===== src/rtl/temporizador_multicanal.sv =====
`default_nettype none
// ============================================================================
//  Module      : temporizador_multicanal
//  Description : Multi-channel presence timer. Each channel watches an
//                active-low infrared input qualified by an enable, counts
//                while presence persists and, on timeout, raises its C output
//                for PULSO_T cycles. Depending on TRAVA it then re-arms at
//                once or latches until the sensor clears. Per-channel state
//                codes and sticky timeout flags are exposed for status readout.
//  Revision    : 1.0 - initial release
// ============================================================================
module temporizador_multicanal #(
    parameter int N_CANAIS = 4,
    parameter int TIMEOUT  = 30000,
    parameter int PULSO_T  = 1,
    parameter int TRAVA    = 0,
    parameter int CNT_W    = $clog2(TIMEOUT)
) (
    input  logic                  clk,
    input  logic                  rst,
    input  logic [N_CANAIS-1:0]   enable,
    input  logic [N_CANAIS-1:0]   infravermelho,
    input  logic [N_CANAIS-1:0]   limpa_flag,
    output logic [N_CANAIS-1:0]   C,
    output logic                  qualquer_c,
    output logic [2*N_CANAIS-1:0] estado,
    output logic [N_CANAIS-1:0]   flag_evento
);

    // The same counter times both the presence window and the pulse, so it
    // must be wide enough for whichever of the two is longer.
    localparam int PULSO_W = (PULSO_T > 1) ? $clog2(PULSO_T) : 1;
    localparam int TC_W    = (CNT_W > PULSO_W) ? CNT_W : PULSO_W;

    localparam logic [TC_W-1:0] TC_ZERO      = '0;
    localparam logic [TC_W-1:0] TC_UM        = TC_W'(1);
    localparam logic [TC_W-1:0] TC_FIM_CONTA = TC_W'(TIMEOUT - 1);
    localparam logic [TC_W-1:0] TC_FIM_PULSO = TC_W'(PULSO_T - 1);
    localparam bit              TRAVA_ATIVA  = (TRAVA != 0);

    typedef enum logic [1:0] {
        INICIAL  = 2'd0,
        CONTANDO = 2'd1,
        TEMP     = 2'd2,
        ESPERA   = 2'd3
    } estado_t;

    genvar i;
    generate
        for (i = 0; i < N_CANAIS; i++) begin : g_canal
            estado_t         estado_q;
            estado_t         estado_d;
            logic [TC_W-1:0] tc_q;
            logic [TC_W-1:0] tc_d;
            logic            flag_q;
            logic            presenca;
            logic            entra_temp;

            // A channel only counts while the sensor sees presence and the
            // channel is enabled; both conditions are re-checked every cycle.
            assign presenca   = ~infravermelho[i] & enable[i];
            assign entra_temp = (estado_q == CONTANDO) && (estado_d == TEMP);

            // State and counter register; reset aborts any count or pulse.
            always_ff @(posedge clk) begin
                if (rst) begin
                    estado_q <= INICIAL;
                    tc_q     <= TC_ZERO;
                end else begin
                    estado_q <= estado_d;
                    tc_q     <= tc_d;
                end
            end

            // Next-state and counter logic for one channel.
            always_comb begin
                estado_d = estado_q;
                tc_d     = tc_q;
                case (estado_q)
                    INICIAL: begin
                        tc_d = TC_ZERO;
                        if (presenca) begin
                            estado_d = CONTANDO;
                        end
                    end
                    CONTANDO: begin
                        // Losing presence wins over reaching the timeout.
                        if (!presenca) begin
                            estado_d = INICIAL;
                            tc_d     = TC_ZERO;
                        end else if (tc_q == TC_FIM_CONTA) begin
                            estado_d = TEMP;
                            tc_d     = TC_ZERO;
                        end else begin
                            tc_d = tc_q + TC_UM;
                        end
                    end
                    TEMP: begin
                        // Inputs are ignored for the whole pulse.
                        if (tc_q == TC_FIM_PULSO) begin
                            estado_d = TRAVA_ATIVA ? ESPERA : INICIAL;
                            tc_d     = TC_ZERO;
                        end else begin
                            tc_d = tc_q + TC_UM;
                        end
                    end
                    ESPERA: begin
                        // Only a cleared sensor releases the latch.
                        tc_d = TC_ZERO;
                        if (infravermelho[i]) begin
                            estado_d = INICIAL;
                        end
                    end
                    default: begin
                        estado_d = INICIAL;
                        tc_d     = TC_ZERO;
                    end
                endcase
            end

            // Sticky timeout flag; a new timeout beats a simultaneous clear.
            always_ff @(posedge clk) begin
                if (rst) begin
                    flag_q <= 1'b0;
                end else if (entra_temp) begin
                    flag_q <= 1'b1;
                end else if (limpa_flag[i]) begin
                    flag_q <= 1'b0;
                end
            end

            assign C[i]             = (estado_q == TEMP);
            assign estado[2*i +: 2] = estado_q;
            assign flag_evento[i]   = flag_q;
        end
    endgenerate

    assign qualquer_c = |C;

endmodule
`default_nettype wire


===== config.mk =====
export PLATFORM = sky130hd
export DESIGN_NAME = temporizador_multicanal
export DESIGN_NICKNAME = d
export VERILOG_FILES = /design/src/rtl/temporizador_multicanal.sv
export SDC_FILE = /design/constraint.sdc
export NUM_CORES = 1
export LEC_CHECK = 0
export CORE_UTILIZATION = 55
export DETAILED_ROUTE_END_ITERATION = 7
export PLACE_DENSITY = 0.76
export RECOVER_POWER = 25
export SLEW_MARGIN = 25
export SYNTH_ARGS = -nofsm -noshare
export SYNTH_HDL_FRONTEND = slang
export SYNTH_SLANG_ARGS = --single-unit

===== constraint.sdc =====
create_clock -name clk -period 3.3 [get_ports clk]
set_clock_uncertainty 0.05 [all_clocks]
set_input_delay 0.66 -clock clk [delete_from_list [all_inputs] [get_ports clk]]
set_output_delay 0.66 -clock clk [all_outputs]
set_load 0.1 [all_outputs]

==> out/qor.yml, run 1 <==
synth:
  synth-seq-cells: 72
  ys.flop_type: "dfxtp_1"
  ys_seq_area_share_pct: 40.3
  ys_top_cells_by_area: "dfxtp_1 (40%), xnor2_1 (8.3%), a21oi_1 (8.3%)"
  syn_area_per_cell_um2: 8.43
  syn_nets: 446
  syn-cell-area_mm2: 0.00358
  yosys.area.top_type: "dfxtp_1"
  yosys_warnings: 0
  yosysTopAreaCellShare_pct: 40.3
  synth-edff-count: 0
  syn_inst: 424
  ys_async_sr_fraction_pct: 0
  synth_cell_type_count: 40
clock_tree:
  cts_buffer_depth: 2
  cts-buffers-inserted: 9
  cts-resized-gates: 0
  htreeDepth: 3
  clk_pin_slew_worst_paths_ns: 0.08
  cts_setup_buffers: 0
  clockRootBuffer: "clkbuf_8"
  clkSinkCount: 72
  cts_hold_buf: 0
  clk_latency_ns: 0.35
  cts_tree: "yes"
global_route:
  grt_pass1_wl_um: 11900
  top_usage_layer: "met2"
  grt_pass1_vias: 2646
  grt_use_met1_pct: 30.0
  grtUsageMet3_pct: 6.59
  grt_antenna_before_repair: 0
  grtUsageTotal_pct: 22.8
  grt.overflow.total: 0
  grt_util_met2_pct: 36.3
  grt_max_degree: 17
status:
  outcome: "finished clean"
pwr:
  pwr_density_cell_mw_per_mm2: 419
  ir_drop_mv: 0.336
  p_leak_nw: 1.25
  finalPower_mw: 1.68
critical_path:
  r2r.worst_path.cells: 5
  max_stage_delay_ns: 0.86
  worstPathRequired_ns: 2.59
  crit_fanout: 5
  reg2reg_setup_slack_ns: 0.93
  crit_path_cell_trace: "nand2b_1 -> inv_1 -> clkbuf_1"
  cp-end-kind: "output port"
  endpoint: "C[2]"
  start_kind: "flip-flop"
  slowest_stage: "clkbuf_1"
  cp_top_family: "buffers and inverters"
  cp_num_buf_inv: 2
  worstSetupPathType: "reg -> out"
  r2r_end: "g_canal[0].tc_q[1]$_SDFF_PP0_"
  arrival_ns: 1.87
  crit_cells: 3
  startpoint: "g_canal[2].estado_q[0]$_SDFF_PP0_"
  reg2reg_from: "g_canal[0].tc_q[6]$_SDFF_PP0_"
timing:
  timing.fmax_mhz: 387
  slew_violations: 0
  setup_ws_ns: 0.719
  min_period_over_period_pct: 78.2
  finalSetupTns_ns: 0
  grt_setup_unrepaired: "no"
  post-route-min-period_ns: 2.58
  fin_hold_ws_ns: 0.425
  worst_pin_slew_ns: 1.20
  slew_headroom_pct: 20.6
  setup_viol: 0
  hold_viol_final: 0
routing:
  wl_per_cell_um: 14.0
  viasPerCell: 5.74
  antenna_left: 0
  remaining_drc_errors: 0
  drt_iter0_drc: 104
  firstDrtPassIters: 4
  wl_um: 7360
  dr_total_vias: 3026
finish:
  num_antenna_cells: 0
  drive_above_1_share_pct: 5.33
  nets: 467
  final_area_mm2: 0.00401
  area_delta_synth_final_pct: 12.1
min_path:
  hold_path.class: "reg -> reg"
placed_design:
  post_dp_cell_area_mm2: 0.00385
  io_buffers: 30
  dpl.hpwl_um: 5210
  dpl_worst_slack_ns: 0.653
  gp_congestion: 0.824
flow_run:
  drv_cap: 0
die:
  die_x_um: 82.6
  initial_core_util_pct: 56.6
  die_h_um: 82.6
  rows: 29
  die_area_mm2: 0.00683
  fp.coreArea_mm2: 0.00631
  io_pins: 31
state kept, by name, summed over array words and instances (netlist names):
signal	count
g_canal.flag_q	4
g_canal.tc_q	60
g_canal.estado_q	8
logic make-up (layout without fill, tap and decap cells):
logic type | count (synthesis) | after routing | share of synthesized area (%)
DFF | 72 | 72 | 40.3
xor gates and xnor gates | 50 | 50 | 12.2
adders and majority gates | 8 | 8 | 2.80
and+or+nand+nor | 163 | 163 | 26.0
AOI/OAI and AO/OA | 82 | 82 | 12.8
buffers and inverters | 49 | 75 | 5.77
cell usage after synthesis (all sizes together) (15+ instances only):
cell type   n
nor4       15
xor2       16
nand3      24
nor2       19
nor3       17
nand4      25
nand2      18
clkbuf     17
a21oi      59
dfxtp      72
xnor2      34
inv        24
per-stage QoR:
stage,util (%),std cells
floorplan,-,424
global placement,61.0,511
detailed placement,61.0,511
CTS,64.4,527
global route,63.5,527
finish,63.5,527
where the power goes:
part / internal, mW / leakage, nW / switching, mW
Combinational: 0.0189 / 0.571 / 0.0294
Sequential: 0.870 / 0.580 / 0.00313
Clock: 0.426 / 0.104 / 0.332
how the worst min path moves through the flow:
stage / startpoint / endpoint / slack (ns) / cells after the start
after floorplan: g_canal[0].flag_q$_SDFFE_PP0P_ / g_canal[0].flag_q$_SDFFE_PP0P_ / 0.40 / 2
after global placement: g_canal[0].flag_q$_SDFFE_PP0P_ / g_canal[0].flag_q$_SDFFE_PP0P_ / 0.41 / 2
after CTS: g_canal[0].flag_q$_SDFFE_PP0P_ / g_canal[0].flag_q$_SDFFE_PP0P_ / 0.43 / 2
after detailed placement: g_canal[0].flag_q$_SDFFE_PP0P_ / g_canal[0].flag_q$_SDFFE_PP0P_ / 0.42 / 2
final: g_canal[0].flag_q$_SDFFE_PP0P_ / g_canal[0].flag_q$_SDFFE_PP0P_ / 0.43 / 2
after global routing: g_canal[0].flag_q$_SDFFE_PP0P_ / g_canal[0].flag_q$_SDFFE_PP0P_ / 0.46 / 2
cell usage in the layout (no fill, tap or decap), drive strengths merged, types with 3 or more instances in the layout:
cell / count
nor2: 19
nor2b: 3
dfxtp: 72
buf: 7
and3: 3
o211ai: 3
or3: 7
or4: 6
nand4: 25
a21boi: 5
nand3b: 4
o21ai: 7
nand3: 24
xnor2: 34
a31oi: 3
clkbuf: 26
and4: 3
a21oi: 59
xor2: 16
nand2: 18
inv: 24
nand2b: 6
ha: 8
clkdlybuf4s50: 12
nor4: 15
nand4b: 3
nor3: 17
routing by layer:
metal / vias to the layer above / wire [um]
met5: - / 0
met4: 0 / 68
met3: 6 / 229
met2: 40 / 3530
met1: 1423 / 3530
li1: 1557 / -
layout make-up:
| type | count | area, um2 |
|---|---|---|
| tap | 77 | 96.3 |
| clock buffer | 11 | 131 |
| inverter | 24 | 90.1 |
| fill | 574 | 2310 |
| sequential | 72 | 1440 |
| clock inverter | 5 | 81.3 |
| multi-input combinational | 303 | 1930 |
| timing repair buffer | 35 | 239 |
worst min-delay path, stage by stage (launching register included):
cell and delay, ns:
dfxtp_1 0.31, nand2b_1 0.07, a21oi_1 0.05
Power figures use the tool's default switching activity.
==> inputs of run 2 (changes only) <==
clock period = 2.4 ns   (was 3.3 ns; I/O delays follow)
==> run 2 against run 1 <==
Compared with the run above: routed wire length increased by 4.3%; global-route usage increased by 2.1 points; via count increased by 2.4%; sequential power increased by 37%; flip-flop and latch count unchanged; non-clock buffer count increased by 8; clock power increased by 29%; hold slack improved by 0.0051 ns; total power increased by 34%; register-to-register slack got worse by 0.74 ns; largest power group unchanged.
==> out/qor.yml, run 2 (same netlist as run 1, synthesis figures left out) <==
finish:
  seqCellArea_mm2: 0.00145  # was 0.00144 mm2
  multi_input_area_mm2: 0.00193  # about the same
  nets: 475  # was 467
  final_cell_mix: "dfxtp_1 (64), a21oi_1 (59), xnor2_1 (34)"  # was dfxtp_1 (72), a21oi_1 (59), xnor2_1 (34)
  num_antenna_cells: 0  # unchanged
  reg_top3: "g_canal.tc_q: 60 flops, g_canal.estado_q: 8 flops, g_canal.flag_q: 4 flops"  # unchanged
  drive_above_1_share_pct: 11.4  # was 5.33%
  regMostFlops: "g_canal.tc_q"  # unchanged
  largest_register_ffs: 60  # unchanged
  layout.cells.non_filler: 535  # was 527
  area_delta_synth_final_pct: 14.5  # was 12.1%
  postLayoutCoreUtil_pct: 64.8  # was 63.5%
  fillers: 563  # was 574
  layout_commonest_cell: "dfxtp_1"  # unchanged
critical_path:
  arrival_ns: 2.39  # was 1.87 ns
  reg2reg_setup_slack_ns: 0.19  # was 0.93 ns
  r2r_end: "g_canal[0].tc_q[13]$_SDFF_PP0_"  # was g_canal[0].tc_q[1]$_SDFF_PP0_
  slowest_stage: "or4_1"  # was clkbuf_1
  crit_fanout: 11  # was 5
  r2r.worst_path.cells: 5  # unchanged
  cp_top_family: "simple AND/OR/NAND/NOR gates"  # was buffers and inverters
  worstSetupPathType: "reg -> reg"  # was reg -> out
  startpoint: "g_canal[0].tc_q[6]$_SDFF_PP0_"  # was g_canal[2].estado_q[0]$_SDFF_PP0_
  start_kind: "flip-flop"  # unchanged
  crit_path_cell_trace: "or4_1 -> or4_4 -> o21ai_1 -> buf_4 -> a21oi_1"  # was nand2b_1 -> inv_1 -> clkbuf_1
  cp_num_buf_inv: 1  # was 2
  cp-end-kind: "flip-flop"  # was output port
  reg2reg_from: "g_canal[0].tc_q[6]$_SDFF_PP0_"  # unchanged
  max_stage_delay_ns: 0.56  # was 0.86 ns
  worstPathRequired_ns: 2.58  # was 2.59 ns
placed_design:
  dpl.hpwl_um: 5470  # was 5210 um
  dpl_worst_slack_ns: 0.129  # was 0.653 ns
  gp_congestion: 0.838  # was 0.824
  placed_cells: 519  # was 511
  io_buffers: 30  # unchanged
clock_tree:
  cts_hold_buf: 0  # unchanged
  cts_tree: "yes"  # unchanged
  htreeDepth: 3  # unchanged
  clkSinkCount: 72  # unchanged
  clk_pin_slew_worst_paths_ns: 0.07  # was 0.08 ns
  clockRootBuffer: "clkbuf_8"  # unchanged
  clk_latency_ns: 0.35  # about the same
  cts_buffer_depth: 2  # unchanged
  cts-resized-gates: 0  # unchanged
  cts-buffers-inserted: 9  # unchanged
  cts_setup_buffers: 0  # unchanged
timing:
  hold_viol_final: 0  # unchanged
  slew_headroom_pct: 22.5  # was 20.6%
  slew_violations: 0  # unchanged
  post-route-min-period_ns: 2.21
  setup_ws_ns: 0.194  # was 0.719 ns
  setup_viol: 0  # unchanged
  min_period_over_period_pct: 91.9
  timing.fmax_mhz: 453
  finalSetupTns_ns: 0  # unchanged
  grt_setup_unrepaired: "no"  # unchanged
  worst_pin_slew_ns: 1.17  # was 1.20 ns
routing:
  viasPerCell: 5.79  # was 5.74
  remaining_drc_errors: 0  # unchanged
  dr_total_vias: 3100  # was 3026
  drt_iter0_drc: 159  # was 104
  firstDrtPassIters: 4  # unchanged
  wl_um: 7670  # was 7360 um
  antenna_left: 0  # unchanged
  wl_per_cell_um: 14.3  # was 14.0 um
die:
  die_area_mm2: 0.00683  # unchanged
  initial_core_util_pct: 56.6  # unchanged
  die_h_um: 82.6  # unchanged
  die_x_um: 82.6  # unchanged
  fp.coreArea_mm2: 0.00631  # unchanged
  io_pins: 31  # unchanged
  rows: 29  # unchanged
flow_run:
  drv_cap: 0  # unchanged
global_route:
  grtUsageTotal_pct: 24.8  # was 22.8%
  grt_pass1_wl_um: 12900  # was 11900 um
  grt_pass1_vias: 2885  # was 2646
  grt_max_degree: 16  # was 17
  grt.overflow.total: 0  # unchanged
  grt_antenna_before_repair: 0  # unchanged
pwr:
  pwr_density_cell_mw_per_mm2: 550  # was 419 mW/mm2
  finalPower_mw: 2.25  # was 1.68 mW
  ir_drop_mv: 0.364  # was 0.336 mV
  p_leak_nw: 1.34  # was 1.25 nW
min_path:
  hold_depth: 2  # unchanged
  hold_path.class: "reg -> reg"  # unchanged
  holdPathEnd: "g_canal[0].flag_q$_SDFFE_PP0P_"  # unchanged
  min_from: "g_canal[0].flag_q$_SDFFE_PP0P_"  # unchanged
status:
  outcome: "finished clean"  # unchanged
==> run 2: cell types whose count changed in the layout (fill, tap and decap cells not counted), moves of 2 or more <==
cell / before / now
buf_4: 7 / 14
clkbuf_2: 0 / 11
dfxtp_2: 0 / 8
clkbuf_8: 9 / 11
clkbuf_1: 17 / 6
dfxtp_1: 72 / 64
==> run 2: worst max-delay path by stage <==
stage / to / slack [ns] / cells past startpoint
2_1_floorplan: qualquer_c / 0.04 / 2
3_3_place_gp: g_canal[1].tc_q[13]$_SDFF_PP0_ / 0.18 / 5
3_5_place_dp: g_canal[1].tc_q[14]$_SDFF_PP0_ / 0.13 / 5
4_1_cts: g_canal[1].tc_q[14]$_SDFF_PP0_ / 0.13 / 5
5_1_grt: g_canal[0].tc_q[8]$_SDFF_PP0_ / 0.13 / 5
6_report: g_canal[0].tc_q[13]$_SDFF_PP0_ / 0.19 / 5
==> run 2: layout make-up <==
class	instances	area share, %
Clock buffer	13	3.88
Clock inverter	3	0.978
Inverter	24	2.20
Multi-Input combinational cell	303	47.2
Sequential cell	72	35.5
Tap cell	77	2.35
Timing Repair Buffer	43	7.95
==> run 2: layer usage <==
metal | track usage [%] | part of all wire (%) | up-vias
met3 | 4.62 | 3.4 | 12
met2 | 40.5 | 47 | 51
li1 | - | - | 1570
met4 | 12.8 | 2.1 | 0
met1 | 31.2 | 47 | 1467
met5 | 0 | 0 | -
==> run 2: per-stage QoR <==
stage / cell area [um2] / hold slack [ns]
6_report: 4090 / 0.430
5_1_grt: 4090 / 0.451
4_1_cts: 4130 / 0.431
3_5_place_dp: 3930 / 0.418
3_3_place_gp: 3930 / 0.420
2_1_floorplan: 3590 / 0.395
==> run 2: worst min-delay path, delay by kind of cell (launching register included) <==
kind | cells | cell delay [ns]
and+or+nand+nor | 1 | 0.07
AOI/OAI and AO/OA | 1 | 0.05
DFF | 1 | 0.31
==> run 2: report_power, final <==
part | total (mW) | switching, mW | internal, mW
Clock | 0.978 | 0.443 | 0.535
Sequential | 1.20 | 0.00482 | 1.20
Combinational | 0.0717 | 0.0423 | 0.0294
Total | 2.25 | 0.491 | 1.76
==> inputs of run 3 (changes only) <==
CORE_MARGIN = 5   (was unset)
==> run 3 against run 2 <==
Compared with the run above: critical endpoint is now g_canal[0].tc_q[1]$_SDFF_PP0_; via count rose by 0.81%; hold slack improved by 0.0015 ns; global-route usage fell by 5.4 points; non-clock buffer count did not move.
==> out/qor.yml, run 3 (same netlist as run 1, synthesis figures left out) <==
die:
  fp.coreArea_mm2: 0.00635  # was 0.00631 mm2
  die_area_mm2: 0.00821  # was 0.00683 mm2
  die_x_um: 90.6  # was 82.6 um
  initial_core_util_pct: 56.3  # was 56.6%
  rows: 29  # unchanged
  die_h_um: 90.6  # was 82.6 um
  io_pins: 31  # unchanged
global_route:
  grt.overflow.total: 0  # unchanged
  grt_pass1_vias: 2913  # was 2885
  grt_pass1_wl_um: 13400  # was 12900 um
  grt_max_degree: 17  # was 16
  grtUsageTotal_pct: 19.5  # was 24.8%
  grt_antenna_before_repair: 0  # unchanged
clock_tree:
  htreeDepth: 3  # unchanged
  cts_tree: "yes"  # unchanged
  clockRootBuffer: "clkbuf_8"  # unchanged
  cts_hold_buf: 0  # unchanged
  clk_latency_ns: 0.35  # about the same
  cts-buffers-inserted: 9  # unchanged
  clkSinkCount: 72  # unchanged
  clk_pin_slew_worst_paths_ns: 0.07  # about the same
  cts_setup_buffers: 0  # unchanged
  cts_buffer_depth: 2  # unchanged
timing:
  post-route-min-period_ns: 2.14  # was 2.21 ns
  slew_violations: 0  # unchanged
  setup_viol: 0  # unchanged
  hold_viol_final: 0  # unchanged
  grt_setup_unrepaired: "no"  # unchanged
  timing.fmax_mhz: 468  # was 453 MHz
  min_period_over_period_pct: 89.0  # was 91.9%
  worst_pin_slew_ns: 1.17  # about the same
  slew_headroom_pct: 22.2  # was 22.5%
  finalSetupTns_ns: 0  # unchanged
  fin_hold_ws_ns: 0.432  # was 0.430 ns
  setup_ws_ns: 0.263  # was 0.194 ns
finish:
  num_antenna_cells: 0  # unchanged
  regMostFlops: "g_canal.tc_q"  # unchanged
  final_cell_mix: "dfxtp_1 (64), a21oi_1 (59), xnor2_1 (34)"  # unchanged
  nets: 475  # unchanged
  fillers: 533  # was 563
  final_area_mm2: 0.00410  # was 0.00409 mm2
  drive_above_1_share_pct: 11.4  # unchanged
  area_delta_synth_final_pct: 14.7  # was 14.5%
  layout_commonest_cell: "dfxtp_1"  # unchanged
  largest_register_ffs: 60  # unchanged
  reg_top3: "g_canal.tc_q: 60 flops, g_canal.estado_q: 8 flops, g_canal.flag_q: 4 flops"  # unchanged
pwr:
  pwr_density_cell_mw_per_mm2: 562  # was 550 mW/mm2
  ir_drop_mv: 0.411  # was 0.364 mV
  finalPower_mw: 2.30  # was 2.25 mW
  p_leak_nw: 1.34  # about the same
critical_path:
  cp-end-kind: "flip-flop"  # unchanged
  worstPathRequired_ns: 2.56  # was 2.58 ns
  start_kind: "flip-flop"  # unchanged
  max_stage_delay_ns: 0.54  # was 0.56 ns
  crit_fanout: 15  # was 11
  crit_path_cell_trace: "or4_1 -> or4_4 -> o21ai_2 -> a21boi_0"  # was or4_1 -> or4_4 -> o21ai_1 -> buf_4 -> a21oi_1
  arrival_ns: 2.29  # was 2.39 ns
  worstSetupPathType: "reg -> reg"  # unchanged
  slowest_stage: "or4_1"  # unchanged
routing:
  met2_length_um: 3820  # was 3610 um
  drt_iter0_drc: 105  # was 159
  firstDrtPassIters: 4  # unchanged
  top_layer: "met4"  # unchanged
  wl_met1_um: 3480  # was 3640 um
  dr_total_vias: 3125  # was 3100
  antenna_left: 0  # unchanged
  remaining_drc_errors: 0  # unchanged
  wl_um: 7800  # was 7670 um
  viasPerCell: 5.84  # was 5.79
  wl_met3_um: 392  # was 260 um
  wl_per_cell_um: 14.6  # was 14.3 um
min_path:
  hold_path.class: "reg -> reg"  # unchanged
placed_design:
  gp_congestion: 0.916  # was 0.838
  dpl_worst_slack_ns: -0.0553  # was 0.129 ns
  post_dp_cell_area_mm2: 0.00393  # unchanged
  io_buffers: 30  # unchanged
  dpl.hpwl_um: 5500  # was 5470 um
flow_run:
  drv_cap: 0  # unchanged
status:
  outcome: "finished clean"  # unchanged
run 3: cell count changes in the layout (fill, tap and decap cells not counted), sizes merged:
cell and change:
bufinv +1, buf -3, clkinv +2
run 3: final timing paths:
| path | startpoint | endpoint | slack, ns | cells past startpoint |
|---|---|---|---|---|
| setup reg to reg | g_canal[0].tc_q[6]$_SDFF_PP0_ | g_canal[0].tc_q[1]$_SDFF_PP0_ | 0.26 | 4 |
| hold reg to reg | g_canal[0].estado_q[0]$_SDFF_PP0_ | g_canal[0].estado_q[0]$_SDFF_PP0_ | 0.43 | 1 |
| hold / removal | g_canal[0].estado_q[0]$_SDFF_PP0_ | g_canal[0].estado_q[0]$_SDFF_PP0_ | 0.43 | 1 |
| setup / recovery | g_canal[0].tc_q[6]$_SDFF_PP0_ | g_canal[0].tc_q[1]$_SDFF_PP0_ | 0.26 | 4 |
run 3: stage by stage:
stage,utilization (%),cells
floorplan,-,424
CTS,65.3,535
global route,64.6,535
finish,64.6,535
global placement,62.0,519
detailed placement,62.0,519
run 3: cell type report:
type,instances,area (um2),share of cell area (%)
Clock buffer,10,128,3.11
Timing Repair Buffer,43,315,7.69
Multi-Input combinational cell,303,1940,47.2
Sequential cell,72,1450,35.4
Clock inverter,6,83.8,2.04
Tap cell,77,96.3,2.35
Inverter,24,90.1,2.20
run 3: worst max-delay path, delay by kind of cell, from the launching register on:
kind / cells / cell delay (ns)
AOI/OAI and AO/OA: 2 / 0.64
DFF: 1 / 0.31
and+or+nand+nor: 2 / 0.99
run 3: metal layers:
metal	vias to the layer above	track usage, %
met3	10	4.17
met5	-	0
li1	1574	-
met1	1462	25.2
met2	79	31.7
met4	0	7.07
run 3: what timing repair did:
action	in CTS	in global routing
gates cloned	0	0
gates resized for setup	1	1
pin swaps	0	0
setup endpoints to repair	15	4
run 3: where the power goes:
| part | switching, mW | internal (mW) | total (mW) | leakage, nW |
|---|---|---|---|---|
| logic | 0.0415 | 0.0300 | 0.0715 | 0.647 |
| registers | 0.00427 | 1.20 | 1.20 | 0.584 |
| clock network | 0.448 | 0.582 | 1.03 | 0.110 |
